### config.mk
export PLATFORM = sky130hd
export DESIGN_NAME = asp_net_tx_buffer
export DESIGN_NICKNAME = d
export VERILOG_FILES = /design/src/rtl/asp_net_tx_buffer.sv
export SDC_FILE = /design/constraint.sdc
export NUM_CORES = 1
export LEC_CHECK = 0
export ABC_AREA = 0
export BUFFER_PORTS_ARGS = -buffer_cell sky130_fd_sc_hd__buf_2
export CAP_MARGIN = 20
export CELL_PAD_IN_SITES_DETAIL_PLACEMENT = 1
export CELL_PAD_IN_SITES_GLOBAL_PLACEMENT = 2
export CORE_UTILIZATION = 31
export CTS_CLUSTER_DIAMETER = 120
export CTS_CLUSTER_SIZE = 20
export DETAILED_ROUTE_END_ITERATION = 16
export GPL_TIMING_DRIVEN = 0
export PLACE_DENSITY = 0.81
export SYNTH_ARGS = -nofsm -noshare
export SYNTH_HDL_FRONTEND = slang
export SYNTH_SLANG_ARGS = --single-unit
### constraint.sdc
create_clock -name clk -period 2.4 [get_ports clk]
set_clock_uncertainty 0.15 [all_clocks]
set_input_delay 0.12 -clock clk [delete_from_list [all_inputs] [get_ports clk]]
set_output_delay 0.12 -clock clk [all_outputs]
set_load 0.02 [all_outputs]
### src/rtl/asp_net_tx_buffer.sv
// asp_net_tx_buffer: FIFO of tagged packets from the ASP network output,
// driven onto a valid/ready link with ACK wait, timed retransmit and drop.
module asp_net_tx_buffer #(
    parameter int DATA_SIZE  = 32,
    parameter int TAG_SIZE   = 8,
    parameter int FIFO_DEPTH = 4,
    parameter int TIMEOUT    = 16,
    parameter int MAX_RETRY  = 3
) (
    input  logic                              clk,
    input  logic                              reset,
    input  logic                              asp_data_ready_in,
    input  logic [DATA_SIZE+TAG_SIZE-1:0]     asp_data_tag_in,
    output logic                              full_out,
    output logic                              overflow_out,
    output logic [$clog2(FIFO_DEPTH):0]       count_out,
    output logic                              link_valid_out,
    output logic [DATA_SIZE+TAG_SIZE-1:0]     link_data_tag_out,
    input  logic                              link_ready_in,
    input  logic                              link_ack_in,
    output logic                              drop_out
);
    localparam int W     = DATA_SIZE + TAG_SIZE;
    localparam int PTR_W = $clog2(FIFO_DEPTH);
    localparam int CNT_W = PTR_W + 1;
    localparam int TMR_W = $clog2(TIMEOUT);
    localparam int RTY_W = (MAX_RETRY > 0) ? $clog2(MAX_RETRY + 1) : 1;

    localparam logic [1:0] ST_IDLE = 2'd0;
    localparam logic [1:0] ST_SEND = 2'd1;
    localparam logic [1:0] ST_WAIT = 2'd2;

    logic [FIFO_DEPTH-1:0][W-1:0] mem_q, mem_d;
    logic [PTR_W-1:0] wr_ptr_q, wr_ptr_d, rd_ptr_q, rd_ptr_d;
    logic [CNT_W-1:0] count_q, count_d;
    logic             full_q, full_d;
    logic             overflow_q, overflow_d;
    logic             drop_q, drop_d;
    logic [1:0]       state_q, state_d;
    logic [TMR_W-1:0] timer_q, timer_d;
    logic [RTY_W-1:0] retry_q, retry_d;
    logic             push_ok, pop;

    // Next-state: push acceptance, link FSM (send / ack wait / retry / drop), FIFO bookkeeping
    always_comb begin
        mem_d      = mem_q;
        wr_ptr_d   = wr_ptr_q;
        rd_ptr_d   = rd_ptr_q;
        state_d    = state_q;
        timer_d    = timer_q;
        retry_d    = retry_q;
        drop_d     = 1'b0;
        pop        = 1'b0;
        // Admission is decided on the occupancy at the start of the cycle,
        // so a push while full is lost even if a pop happens in the same cycle.
        push_ok    = asp_data_ready_in && (count_q < CNT_W'(FIFO_DEPTH));
        overflow_d = asp_data_ready_in && !push_ok;

        case (state_q)
            ST_IDLE: begin
                if (count_q != '0) begin
                    state_d = ST_SEND;
                    retry_d = '0;
                end
            end
            ST_SEND: begin
                // ACK is not looked at here, so an ACK coincident with the transfer is ignored
                if (link_ready_in) begin
                    state_d = ST_WAIT;
                    timer_d = '0;
                end
            end
            ST_WAIT: begin
                // ACK wins over a coincident timeout
                if (link_ack_in) begin
                    pop     = 1'b1;
                    state_d = ST_IDLE;
                end else if (timer_q == TMR_W'(TIMEOUT - 1)) begin
                    if (retry_q < RTY_W'(MAX_RETRY)) begin
                        retry_d = retry_q + RTY_W'(1);
                        state_d = ST_SEND;
                    end else begin
                        pop     = 1'b1;
                        drop_d  = 1'b1;
                        state_d = ST_IDLE;
                    end
                end else begin
                    timer_d = timer_q + TMR_W'(1);
                end
            end
            default: state_d = ST_IDLE;
        endcase

        if (push_ok) begin
            mem_d[wr_ptr_q] = asp_data_tag_in;
            wr_ptr_d        = wr_ptr_q + PTR_W'(1);
        end
        if (pop) begin
            rd_ptr_d = rd_ptr_q + PTR_W'(1);
        end
        count_d = count_q + CNT_W'(push_ok) - CNT_W'(pop);
        full_d  = (count_d == CNT_W'(FIFO_DEPTH));
    end

    // State registers; reset discards all buffered and in-flight packets silently
    always_ff @(posedge clk) begin
        if (!reset) begin
            mem_q      <= '0;
            wr_ptr_q   <= '0;
            rd_ptr_q   <= '0;
            count_q    <= '0;
            full_q     <= 1'b0;
            overflow_q <= 1'b0;
            drop_q     <= 1'b0;
            state_q    <= ST_IDLE;
            timer_q    <= '0;
            retry_q    <= '0;
        end else begin
            mem_q      <= mem_d;
            wr_ptr_q   <= wr_ptr_d;
            rd_ptr_q   <= rd_ptr_d;
            count_q    <= count_d;
            full_q     <= full_d;
            overflow_q <= overflow_d;
            drop_q     <= drop_d;
            state_q    <= state_d;
            timer_q    <= timer_d;
            retry_q    <= retry_d;
        end
    end

    // Output decode; data bus is zeroed whenever nothing is offered
    always_comb begin
        full_out          = full_q;
        overflow_out      = overflow_q;
        count_out         = count_q;
        drop_out          = drop_q;
        link_valid_out    = (state_q == ST_SEND);
        link_data_tag_out = link_valid_out ? mem_q[rd_ptr_q] : '0;
    end
endmodule

==> impl_metrics.tcl <==
set metrics [dict create \
    cts_buffers 17 \
    ant_nets 0 \
    ir_drop_uv 470 \
    synth.distinct_cells 40 \
    fin_util_pct 41.0 \
    fmax_mhz 419 \
    max_slew_margin_pct 47.1 \
    postSynthRegisterBits 178 \
    fin_nets 1108 \
    crit_chain "ha_4, a41oi_4, nor2_4, ha_4, inv_2, ha_4, fa_2, xnor2_2, nor2_1, nor3b_2" \
    async_flop_share_pct 0 \
    die_h_um 158 \
    cts_tree "built" \
    power.total_mw 8.17 \
    syn_area_per_cell_um2 8.48 \
    power_density_nw_per_um2 842 \
    clock_latency_ns 0.44 \
    top_level_ports 92 \
    synth_area_leaders "dfxtp_1 47%, nand2_1 16%, mux4_2 12%, a21oi_1 11%, and2_1 3.8%" \
    cp-start-kind "flop" \
    drc 0 \
    hold_slack_ns 0.305 \
    wl_mm 24.8 \
    timing.setup.tns_ns 0 \
    place_congestion 0.766 \
    place.port_buffers 90 \
    first_global_vias 6912 \
    path_depth 10 \
    grt_start_max_net_pins 17 \
    crit_buf_inv 1 \
    critPathMaxFanout 3 \
    grt_use_total_pct 20.9 \
    crit_slowest_cell "fa_2" \
    fin_area_um2 9710 \
    synth_top_cell_by_area "dfxtp_1" \
    multi_input_area_um2 3770 \
    cts-root-buf "clkbuf_16" \
    cp_common_cell "ha_4" \
    num-fill-cells 2849 \
    mostFrequentLayoutCell "nand2_1" \
    finalSetupViolations 0 \
    maxCapViolations 0 \
    gr-total-overflow 0 \
    rows 56 \
    critical_path.endpoint_type "flop" \
    hp-class "reg -> reg" \
    chipWidth_um 158 \
    clkSinkCount 178 \
    maxSlewViolCount 0 \
    wl_per_cell_um 17.9 \
    clockBufferDepth 2 \
    worstSetupPathType "reg -> reg" \
    required_ns 2.62 \
    fin_crit_ns 2.39 \
    worstMarginPinSlew_ns 0.793 \
    yosysWarnings 0 \
    hold_path_depth 2 \
    pre_cts_ws_ns -0.269 \
    fp.dieArea_um2 25100 \
    slowest_delay_ns 0.37 \
    synth-edff-count 0 \
    seq_area_um2 3570 \
    drt_iter0_markers 391 \
    critPathTopFamily "adder cells" \
    dominantRegCellSynth "dfxtp_1" \
    antenna_found_initial 1 \
    fin_cells 1386 \
    grt_pass1_wl_mm 38.8 \
    core_um2 23700 \
    synth_fp_nets 947 \
    final_cell_mix "329 x nand2_1, 176 x dfxtp_1, 164 x a21oi_1, 100 x buf_2, 51 x dlygate4sd3_1" \
    initial_core_util_pct 32.0 \
    crit_arrival_ns 2.60 \
    final_hold_viol_count 0 \
    reg2reg_from "timer_q[0]$_SDFFE_PN0P_" \
    rsz0062_at_grt "true" \
    syn_area_um2 7570 \
    drive_above_1_share_pct 19.2 \
    final.setup.worst_slack_ns 0.0144 \
    min_from "mem_q[94]$_SDFFE_PN0P_" \
    yosysSeqAreaShare_pct 47.1 \
    critPathLaunch "timer_q[0]$_SDFFE_PN0P_" \
    period_share_pct 99.4 \
    syn-instance-count 893 \
    clk_pin_slew_ns 0.07 \
    dp_cells 1302 \
    dr_total_vias 6743 \
    status "finished, final reports clean" \
    diodes 0 \
    htreeDepth 4 \
    synth_top_area_share_pct 47.1 \
    dpl.hpwl_mm 16.5 \
    synthToLayoutAreaGrowth_pct 28.2 \
    placed_area_um2 8420 \
    drt_first_pass_iters 4 \
    p_leak_nw 3.56 \
    ff2ff_path_depth 10 \
    routed_via_density 4.87 \
]
per-layer routing:
metal  GRT usage [%]  vias to the layer above  share of wire (%)
li1                -                     3283                  -
met1            27.4                     3322                 47
met2            35.5                      118                 49
met3            3.43                       20                3.1
met4            5.27                        0                1.3
met5               0                        -                  0
area by class of cell:
| class | instances | share of cell area (%) |
|---|---|---|
| plain buffers | 70 | 3.70 |
| repair buffers | 143 | 10.1 |
| multi-input cells | 635 | 38.8 |
| clock inverters | 12 | 1.62 |
| inverters | 9 | 0.348 |
| well taps | 319 | 4.11 |
| flip-flops and latches | 178 | 36.7 |
| clock buffers | 20 | 4.60 |
worst paths after layout:
path,to,slack (ns)
worst min-delay path,mem_q[94]$_SDFFE_PN0P_,0.31
worst max-delay path,full_out$_SDFF_PN0_,0.01
worst max register to register,full_out$_SDFF_PN0_,0.01
worst min register to register,mem_q[94]$_SDFFE_PN0P_,0.31
synth_stat cells, types with 2 or more instances:
library cell / count
nand2_1: 329
dfxtp_1: 178
a21oi_1: 164
clkbuf_1: 50
and2_1: 46
mux4_2: 40
buf_2: 16
ha_1: 8
inv_1: 8
nor2_1: 8
nand3_1: 5
xnor2_1: 4
or4_1: 3
and3_1: 2
buf_1: 2
buf_4: 2
nor2b_1: 2
nor3_1: 2
o21ai_0: 2
o22ai_1: 2
where the power goes:
part	internal, mW	switching [mW]
Combinational	0.710	1.18
Clock	1.67	1.25
Sequential	3.21	0.156
Total	5.59	2.58
worst min-delay path: stages (launching register included):
cell,delay [ns]
dfxtp_1,0.31
nand2_1,0.05
a21oi_1,0.05
state kept, by name, indices dropped and copies added, names as in the netlist:
register and flops:
state_q 2, drop_out 1, rd_ptr_q 2, count_out 3
mem_q 160, wr_ptr_q 2, timer_q 4, full_out 1
overflow_out 1, retry_q 2
timing repair:
action / CTS / global route
setup buffers: 0 / 2
endpoints found under the setup margin: 43 / 41
cloned: 0 / 0
resized for setup: 21 / 22
pin swaps: 1 / 7
hold endpoints to repair: 171 / 0
hold buffers: 51 / 0
kinds of logic (layout without fill, tap and decap cells):
logic type | Yosys count | in the layout | synth area share, %
xor+xnor | 4 | 4 | 0.463
mux | 42 | 42 | 12.2
fa+ha+maj | 9 | 9 | 1.59
simple gates | 406 | 406 | 22.5
buf+inv | 80 | 254 | 4.43
compound gates | 174 | 174 | 11.8
flops | 178 | 178 | 47.1
Power figures use the tool's default switching activity.
